$ cat src/rtl/etx_protocol_ser.sv
// eLink transmit serializer: 104-bit emesh packet -> seven 16-bit wire words per frame.
// Define ETX_BURST_EN to merge sequential double-word writes into bursts.
module etx_protocol_ser #(
   parameter int PW = 104
) (
   input  logic          tx_lclk,
   input  logic          etx_io_reset,
   input  logic          tx_access,
   input  logic [PW-1:0] tx_packet,
   input  logic          tx_burst,
   output logic          tx_wait,
   input  logic          tx_wr_wait,
   input  logic          tx_rd_wait,
   output logic          tx_frame,
   output logic [15:0]   tx_word,
   output logic          tx_busy
);

   typedef enum logic [1:0] {
      ST_IDLE,
      ST_HEAD,
      ST_BODY,
      ST_GAP
   } state_t;

   state_t         state_q, state_d;
   logic [2:0]     cnt_q, cnt_d;
   logic           frame_q, frame_d;
   logic [15:0]    word_q, word_d;
   logic           pend_vld_q, pend_vld_d;
   logic [PW-1:1]  pend_pkt_q;
   logic [PW-1:1]  act_pkt_q;
   logic [1:0]     wr_sync_q, rd_sync_q;
   logic           accept, xfer, start_ok, burst_ok;
   logic           wr_s, rd_s;
   logic           unused_pkt_bits;

   // Builds the 112-bit on-wire sample image and returns word k of it.
   function automatic logic [15:0] wire_word(input logic [PW-1:1] p, input logic [2:0] k);
      logic [111:0] s;
      logic [111:0] sh;
      s = {p[79:72],  p[87:80],  p[95:88],  p[103:96],
           p[47:40],  p[55:48],  p[63:56],  p[71:64],
           p[11:8],   p[3:2],    p[1],      1'b1,
           p[19:12],  p[27:20],  p[35:28],
           p[7:4],    p[39:36],  8'h00};
      sh = s >> {k, 4'b0000};
      return sh[15:0];
   endfunction

   assign wr_s = wr_sync_q[1];
   assign rd_s = rd_sync_q[1];

   assign accept   = tx_access & ~pend_vld_q;
   assign start_ok = pend_vld_q & ~(pend_pkt_q[1] ? wr_s : rd_s);

`ifdef ETX_BURST_EN
   logic pend_burst_q;

   assign burst_ok = pend_vld_q & pend_burst_q & ~wr_s
                   & act_pkt_q[1]  & (act_pkt_q[3:2] == 2'b11)
                   & pend_pkt_q[1] & (pend_pkt_q[3:2] == 2'b11)
                   & (act_pkt_q[7:4] == pend_pkt_q[7:4])
                   & (pend_pkt_q[39:8] == (act_pkt_q[39:8] + 32'd8));

   always_ff @(posedge tx_lclk or posedge etx_io_reset) begin
      if (etx_io_reset) begin
         pend_burst_q <= 1'b0;
      end else if (accept) begin
         pend_burst_q <= tx_burst;
      end
   end

   assign unused_pkt_bits = tx_packet[0];
`else
   assign burst_ok        = 1'b0;
   assign unused_pkt_bits = ^{tx_packet[0], tx_burst};
`endif

   // Output registers hold the word currently on the wire; state_q describes that word.
   always_comb begin
      state_d = state_q;
      cnt_d   = cnt_q;
      frame_d = 1'b0;
      word_d  = 16'h0000;
      xfer    = 1'b0;
      case (state_q)
         ST_IDLE, ST_GAP: begin
            // The gap cycle already provides the idle slot, so a frame may start right after it.
            if (start_ok) begin
               state_d = ST_HEAD;
               cnt_d   = 3'd0;
               frame_d = 1'b1;
               word_d  = wire_word(pend_pkt_q, 3'd0);
               xfer    = 1'b1;
            end else begin
               state_d = ST_IDLE;
            end
         end
         ST_HEAD: begin
            frame_d = 1'b1;
            cnt_d   = cnt_q + 3'd1;
            word_d  = wire_word(act_pkt_q, cnt_q + 3'd1);
            if (cnt_q == 3'd2) begin
               state_d = ST_BODY;
            end
         end
         ST_BODY: begin
            if (cnt_q != 3'd6) begin
               frame_d = 1'b1;
               cnt_d   = cnt_q + 3'd1;
               word_d  = wire_word(act_pkt_q, cnt_q + 3'd1);
            end else if (burst_ok) begin
               frame_d = 1'b1;
               cnt_d   = 3'd3;
               word_d  = wire_word(pend_pkt_q, 3'd3);
               xfer    = 1'b1;
            end else begin
               state_d = ST_GAP;
               cnt_d   = 3'd0;
            end
         end
         default: begin
            state_d = ST_IDLE;
            cnt_d   = 3'd0;
         end
      endcase
   end

   assign pend_vld_d = accept | (pend_vld_q & ~xfer);

   always_ff @(posedge tx_lclk or posedge etx_io_reset) begin
      if (etx_io_reset) begin
         state_q    <= ST_IDLE;
         cnt_q      <= 3'd0;
         frame_q    <= 1'b0;
         word_q     <= 16'h0000;
         pend_vld_q <= 1'b0;
         pend_pkt_q <= '0;
         act_pkt_q  <= '0;
         wr_sync_q  <= 2'b00;
         rd_sync_q  <= 2'b00;
      end else begin
         state_q    <= state_d;
         cnt_q      <= cnt_d;
         frame_q    <= frame_d;
         word_q     <= word_d;
         pend_vld_q <= pend_vld_d;
         wr_sync_q  <= {wr_sync_q[0], tx_wr_wait};
         rd_sync_q  <= {rd_sync_q[0], tx_rd_wait};
         if (accept) begin
            pend_pkt_q <= tx_packet[PW-1:1];
         end
         if (xfer) begin
            act_pkt_q <= pend_pkt_q;
         end
      end
   end

   assign tx_wait  = pend_vld_q;
   assign tx_frame = frame_q;
   assign tx_word  = word_q;
   assign tx_busy  = pend_vld_q | (state_q != ST_IDLE);

endmodule
$ cat config.mk
export PLATFORM = sky130hd
export DESIGN_NAME = etx_protocol_ser
export DESIGN_NICKNAME = d
export VERILOG_FILES = /design/src/rtl/etx_protocol_ser.sv
export SDC_FILE = /design/constraint.sdc
export NUM_CORES = 1
export LEC_CHECK = 0
export BUFFER_PORTS_ARGS = -buffer_cell sky130_fd_sc_hd__buf_2
export CORE_UTILIZATION = 35
export CTS_CLUSTER_DIAMETER = 40
export DETAILED_ROUTE_END_ITERATION = 8
export HOLD_SLACK_MARGIN = 0.02
export PLACE_DENSITY = 0.53
export SYNTH_ARGS = -nofsm -noshare
export SYNTH_HDL_FRONTEND = slang
export SYNTH_SLANG_ARGS = --single-unit
export TNS_END_PERCENT = 100
$ cat constraint.sdc
create_clock -name tx_lclk -period 7.9 [get_ports tx_lclk]
set_input_delay 1.58 -clock tx_lclk [delete_from_list [all_inputs] [get_ports tx_lclk]]
set_output_delay 1.58 -clock tx_lclk [all_outputs]
set_load 0.02 [all_outputs]
-- Word level (Yosys, flattened, before mapping)
Index checks and enable logic that the tools add are counted.
- flip-flop bits (word level): 233
- input bits: 110
- logic and storage cells: 46
- add/subtract/negate cells: 1
- equal/unequal tests: 8
- shift operators: 1
- muxes and demuxes: 15
- bitwise gates (word level): 8
- reduce and logical (&&, ||, !) cells: 4
- operator list (kind ; number):
    $shr 112x7->16 ; 1
    $pmux 16 s3 ; 1
    $mux 16 ; 2
    $pmux 3 s3 ; 1
    $mux 3 ; 2
    $ne 2x2->1 const B ; 3
    $pmux 2 s3 ; 1
    $mux 1 ; 5
    $eq 2x2->1 const B ; 2
    $mux 2 ; 2
    $add 3x1->3 const B ; 1
    $and 1x1->1 ; 3
    $eq 3x2->1 const B ; 1
    $ne 3x3->1 const B ; 1
    $not 1->1 ; 3
    $pmux 1 s3 ; 1
    $eq 2x1->1 const B ; 1
    $logic_not 2->1 ; 1
    $or 1x1->1 ; 2
    $reduce_and 2->1 ; 1
    $reduce_bool 2->1 ; 1
    $reduce_or 2->1 ; 1

-- Depth between registers and ports, before layout
- depth after elaboration: 8
- mapped depth: 8
- gate-level depth less buffers: 5

-- Least setup slack after synthesis
OpenSTA, ideal clock, no wires.
- path kind: input-to-reg
- start: in tx_access
- end: reg pend_pkt_q[1] in the netlist's numbering
- library setup time: 125 ps
- data arrival time: 2497 ps
- required time: 7775 ps
- path slack: 5278 ps
- cell stages on the path: 4
- buffers on the path: 2
- cell sequence: nor2b_1 > buf_2 > buf_2 > mux2_2
- cells in the longest elaborated chain, start to end: 1
- ends and longest elaborated chain (element ; RTL line ; text):
    from (decl) ; 8 ; input logic tx_access,
    $and 1x1->1 ; 54 ; assign accept = tx_access & ~pend_vld_q;
    to (signal assigned) ; 152 ; pend_pkt_q <= tx_packet[PW-1:1];
    to (decl) ; 31 ; logic [PW-1:1] pend_pkt_q;
Every way passes these cells.
A chain may end at the register's enable or synchronous reset.

-- Worst setup path in the final report
- start: reg cnt_q[0]
- end: reg word_q[13], in the netlist tx_word[13]
- cells in the longest elaborated chain, start to end: 4
- elaborated cells on any way between the ends: 5
- those cells by class: 1 x add/sub; 1 x eq/ne; 1 x shift; 2 x mux
- ends and longest elaborated chain (element ; RTL line ; text):
    from (decl) ; 27 ; logic [2:0] cnt_q, cnt_d;
    from (signal assigned) ; 145 ; cnt_q <= cnt_d;
    $add 3x1->3 ; 103, 112 ;
    $shr 112x7->16 ; 47 ; sh = s >> {k, 4'b0000};
    $mux 16 ; 109 ; if (cnt_q != 3'd6) begin
    $pmux 16 s3 (*) ; 87 ; case (state_q)
    net word_d[13] ; 29 ; logic [15:0] word_q, word_d;
    to (signal assigned) ; 147 ; word_q <= word_d;
    to (decl) ; 29 ;
The timed path passes the listed nets; every way through them passes the cells marked *.

==> metrics.txt <==
# TYPE chip_impl_metric gauge
chip_impl_info{name="outcome",value="finished, final reports clean"} 1
chip_impl_info{name="min_path_type",value="register to register"} 1
chip_impl_metric{name="grt_first_pass_wirelength",unit="microns"} 34600
chip_impl_metric{name="grt_max_degree",unit=""} 87
chip_impl_metric{name="final_count_of_pins_violating_max_slew",unit=""} 0
chip_impl_metric{name="maxClockFrequency",unit="MHz"} 281
chip_impl_metric{name="clock_sinks",unit=""} 233
chip_impl_metric{name="total_power",unit="mW"} 5.60
chip_impl_metric{name="synth_warnings",unit=""} 0
chip_impl_metric{name="routed_wirelength",unit="microns"} 21100
chip_impl_metric{name="finish.utilization",unit="%"} 44.4
chip_impl_metric{name="swShare",unit="%"} 29.4
chip_impl_metric{name="power_switching",unit="mW"} 1.65
chip_impl_metric{name="pwr-share-comb",unit="%"} 31.9
chip_impl_metric{name="design.final.nets",unit=""} 865
chip_impl_metric{name="floorplan.io_pins",unit=""} 129
chip_impl_metric{name="hold-worst-slack",unit="ns"} 0.352
chip_impl_metric{name="dieWidth",unit="microns"} 169
chip_impl_metric{name="antenna_found_initial",unit=""} 0
chip_impl_metric{name="biggest_fanout_along_the_worst_timing_path",unit=""} 37
chip_impl_info{name="layout_common_cells",value="233 x sky130_fd_sc_hd__dfrtp_1, 162 x sky130_fd_sc_hd__mux2_2, 126 x sky130_fd_sc_hd__buf_2"} 1
chip_impl_metric{name="die_height",unit="microns"} 169
chip_impl_metric{name="globalplace.congestion",unit=""} 0.733
chip_impl_metric{name="layout-drive-gt1-share",unit="%"} 56.9
chip_impl_metric{name="num_antenna_cells",unit=""} 0
chip_impl_metric{name="timing.setup.tns",unit="ns"} 0
chip_impl_metric{name="final_cell_count_no_fill",unit=""} 1153
chip_impl_metric{name="clk_path_buf_depth",unit=""} 3
chip_impl_metric{name="multi_input_comb_area",unit="sq mm"} 0.00363
chip_impl_metric{name="period_minus_slack",unit="ns"} 3.55
chip_impl_metric{name="drc",unit=""} 0
chip_impl_info{name="end_kind",value="register"} 1
chip_impl_metric{name="via_per_inst",unit=""} 4.77
chip_impl_metric{name="dpl_cell_area",unit="sq mm"} 0.0107
chip_impl_metric{name="detail_route.iter0.violations",unit=""} 216
chip_impl_metric{name="groute.usage.overall",unit="%"} 15.6
chip_impl_info{name="most_common_cell_after_layout_fill_and_taps_aside",value="sky130_fd_sc_hd__dfrtp_1"} 1
chip_impl_metric{name="postCtsHoldBufs",unit=""} 0
chip_impl_metric{name="critPathMaxStageDelay",unit="ns"} 1.12
chip_impl_metric{name="cp.arrival",unit="ns"} 3.86
chip_impl_metric{name="floorplan.rows",unit=""} 60
chip_impl_metric{name="power-per-cell-area",unit="mW/mm^2"} 465
chip_impl_metric{name="final_hold_viol_count",unit=""} 0
chip_impl_metric{name="postSynthCellCount",unit=""} 612
chip_impl_metric{name="core_ar",unit="sq mm"} 0.0271
chip_impl_metric{name="synth.net_count",unit=""} 727
chip_impl_info{name="cts-root-buf",value="sky130_fd_sc_hd__clkbuf_16"} 1
chip_impl_metric{name="worstSkewPairLatency",unit="ns"} 0.52
chip_impl_metric{name="final.period_utilization",unit="%"} 45.0
chip_impl_metric{name="htree_levels",unit=""} 2
chip_impl_metric{name="vias",unit=""} 5496
chip_impl_info{name="grt_setup_unrepaired",value="no"} 1
chip_impl_metric{name="tightestPinTransition",unit="ns"} 1.20
chip_impl_metric{name="ys_ff_latch",unit=""} 233
chip_impl_metric{name="first_global_vias",unit=""} 6184
chip_impl_metric{name="distinct_cells_synth",unit=""} 38
chip_impl_metric{name="max-vdd-ir-drop",unit="mV"} 0.193
chip_impl_metric{name="max_cap_violations",unit=""} 0
chip_impl_info{name="tritoncts",value="built"} 1
chip_impl_metric{name="slew_headroom",unit="%"} 20.0
chip_impl_metric{name="leakagePower",unit="nW"} 5.54
chip_impl_metric{name="seq_power_share",unit="%"} 37.3
chip_impl_metric{name="post-place-cells",unit=""} 1080
chip_impl_metric{name="cts.repair_timing.setup_buffer_count",unit=""} 0
chip_impl_metric{name="post_drt_wl_per_cell",unit="microns"} 18.3
chip_impl_metric{name="final-seq-area",unit="sq mm"} 0.00583
chip_impl_metric{name="dp_hpwl",unit="microns"} 13200
chip_impl_info{name="crit_path_cell_trace",value="clkinv_1, ha_2, nor2b_1, buf_4, a221oi_1, o32ai_1"} 1
chip_impl_metric{name="postRouteAntennaNets",unit=""} 0
chip_impl_metric{name="internal_power_component",unit="mW"} 3.95
chip_impl_metric{name="setup_viol",unit=""} 0
chip_impl_metric{name="syn_avg_cell_area",unit="sq um"} 15.9
chip_impl_metric{name="critPathBufInv",unit=""} 2
chip_impl_metric{name="grt_overflow",unit=""} 0
chip_impl_metric{name="yosysSeqAreaShare",unit="%"} 59.9
chip_impl_metric{name="fillerInstances",unit=""} 2442
chip_impl_metric{name="initial_utilization",unit="%"} 35.9
chip_impl_metric{name="postCtsResizedCells",unit=""} 0
chip_impl_metric{name="cts_buffers",unit=""} 40
chip_impl_metric{name="place_worst_setup_slack",unit="ns"} 4.19
chip_impl_metric{name="fin_worst_skew",unit="ns"} 0.0218
chip_impl_metric{name="cell_area_after_layout",unit="sq mm"} 0.0120
chip_impl_metric{name="share_clk_of_total_power",unit="%"} 30.7
chip_impl_metric{name="layout-area-overhead-vs-synth",unit="%"} 23.7
chip_impl_metric{name="cts.reportedPaths.clkPinSlew",unit="ns"} 0.05
chip_impl_info{name="timing_worst_setup_path_type",value="register to register"} 1
chip_impl_metric{name="die_area",unit="sq mm"} 0.0285
chip_impl_metric{name="port_buffers",unit=""} 126
chip_impl_metric{name="timing.critical_path.required",unit="ns"} 8.21
chip_impl_metric{name="drt_first_pass_iters",unit=""} 4
chip_impl_metric{name="netlist_area",unit="sq mm"} 0.00974
chip_impl_info{name="worst_setup_path_start_kind",value="register"} 1
chip_impl_info{name="timing.critical_path.max_delay_family",value="adder cells"} 1
chip_impl_info{name="crit_path_top_delay_cell",value="sky130_fd_sc_hd__ha_2"} 1
chip_impl_metric{name="post-route-worst-setup-slack",unit="ns"} 4.35
power groups by stage:
stage | Clock (mW) | Combinational, mW | Sequential, mW
after global placement | 0 | 1.77 | 2.08
after global routing | 1.82 | 1.95 | 2.17
after floorplan | 0 | 1.50 | 2.02
after CTS | 1.77 | 1.82 | 2.10
after detailed placement | 0 | 1.81 | 2.11
final | 1.72 | 1.79 | 2.09
state kept, by name, summed over array words and instances (netlist names):
register / flops
act_pkt_q: 103
rd_sync_q: 2
tx_word: 16
pend_pkt_q: 103
wr_sync_q: 2
tx_frame: 1
cnt_q: 3
state_q: 2
tx_wait: 1
kinds of logic (layout without fill, tap and decap cells):
group                    count (synthesis)  after routing  share of synthesized area, %
adder cells (fa/ha/maj)                  5              5                         0.643
XOR/XNOR                                 2              2                         0.257
multiplexers                           234            234                          30.2
flip-flops                             233            233                          59.9
AND/OR/NAND/NOR                         34             34                          1.68
AO/OA/AOI/OAI                           53             53                          4.32
buffers and inverters                   51            220                          3.05
final timing paths:
check,from,endpoint,slack [ns],depth (start not counted)
setup / recovery,cnt_q[0],tx_word[13],4.35,6
hold / removal,rd_sync_q[0],rd_sync_q[1],0.35,0
setup reg to reg,cnt_q[0],tx_word[13],4.35,6
hold reg to reg,rd_sync_q[0],rd_sync_q[1],0.35,0
max in group asynchronous,etx_io_reset,act_pkt_q[31],4.87,4
min in group asynchronous,etx_io_reset,act_pkt_q[51],1.40,3
worst reg2reg max path, stage by stage (launching register included):
cell and delay (ns):
sky130_fd_sc_hd__dfrtp_1 0.34, sky130_fd_sc_hd__clkinv_1 0.31, sky130_fd_sc_hd__ha_2 1.12, sky130_fd_sc_hd__nor2b_1 0.46
sky130_fd_sc_hd__buf_4 0.30, sky130_fd_sc_hd__a221oi_1 0.62, sky130_fd_sc_hd__o32ai_1 0.20
routing by layer:
metal  vias to the layer above  GRT usage (%)  part of all wire (%)
met5                         -              0                     0
met4                         0           4.90                   1.8
met3                        35           3.69                   5.0
met2                       134           22.8                    44
met1                      2815           22.7                    50
li1                       2512              -                     -
Yosys cell counts:
master / instances / area [sq um]
sky130_fd_sc_hd__nor2_1: 8 / 30.0
sky130_fd_sc_hd__buf_2: 15 / 75.1
sky130_fd_sc_hd__o21ai_0: 8 / 40.0
sky130_fd_sc_hd__a21oi_1: 2 / 10.0
sky130_fd_sc_hd__o21ai_2: 1 / 8.76
sky130_fd_sc_hd__mux2_2: 162 / 1820
sky130_fd_sc_hd__nor2b_1: 5 / 31.3
sky130_fd_sc_hd__clkinv_1: 1 / 3.75
sky130_fd_sc_hd__a21boi_0: 1 / 7.51
sky130_fd_sc_hd__nor3b_1: 1 / 7.51
sky130_fd_sc_hd__o21bai_1: 1 / 7.51
sky130_fd_sc_hd__o221a_2: 1 / 11.3
sky130_fd_sc_hd__nand2b_1: 1 / 6.26
sky130_fd_sc_hd__a211oi_1: 2 / 15.0
sky130_fd_sc_hd__a31oi_1: 1 / 6.26
sky130_fd_sc_hd__nand2_1: 10 / 37.5
sky130_fd_sc_hd__o2bb2ai_1: 1 / 8.76
sky130_fd_sc_hd__inv_1: 12 / 45.0
sky130_fd_sc_hd__xnor2_2: 1 / 16.3
sky130_fd_sc_hd__buf_6: 6 / 67.6
sky130_fd_sc_hd__mux4_2: 7 / 158
sky130_fd_sc_hd__dfrtp_1: 233 / 5830
sky130_fd_sc_hd__mux2i_1: 4 / 40.0
sky130_fd_sc_hd__mux2_4: 60 / 901
sky130_fd_sc_hd__xor2_1: 1 / 8.76
sky130_fd_sc_hd__o21ba_2: 1 / 10.0
sky130_fd_sc_hd__a221oi_1: 23 / 201
sky130_fd_sc_hd__nand3_2: 1 / 10.0
sky130_fd_sc_hd__buf_4: 11 / 82.6
sky130_fd_sc_hd__ha_1: 5 / 62.6
sky130_fd_sc_hd__a21o_1: 2 / 15.0
sky130_fd_sc_hd__clkbuf_1: 5 / 18.8
sky130_fd_sc_hd__nor3_1: 7 / 35.0
sky130_fd_sc_hd__buf_1: 1 / 3.75
sky130_fd_sc_hd__mux2i_2: 1 / 13.8
sky130_fd_sc_hd__o32ai_1: 8 / 70.1
sky130_fd_sc_hd__and2_1: 1 / 6.26
sky130_fd_sc_hd__o221ai_1: 1 / 8.76
cell type report:
cell class	count	area share [%]
flip-flops and latches	233	48.4
clock inverters	26	2.41
clock buffers	47	8.95
well taps	372	3.87
repair buffers	134	5.74
inverters	13	0.436
multi-input cells	328	30.2
Power figures use the tool's default switching activity.
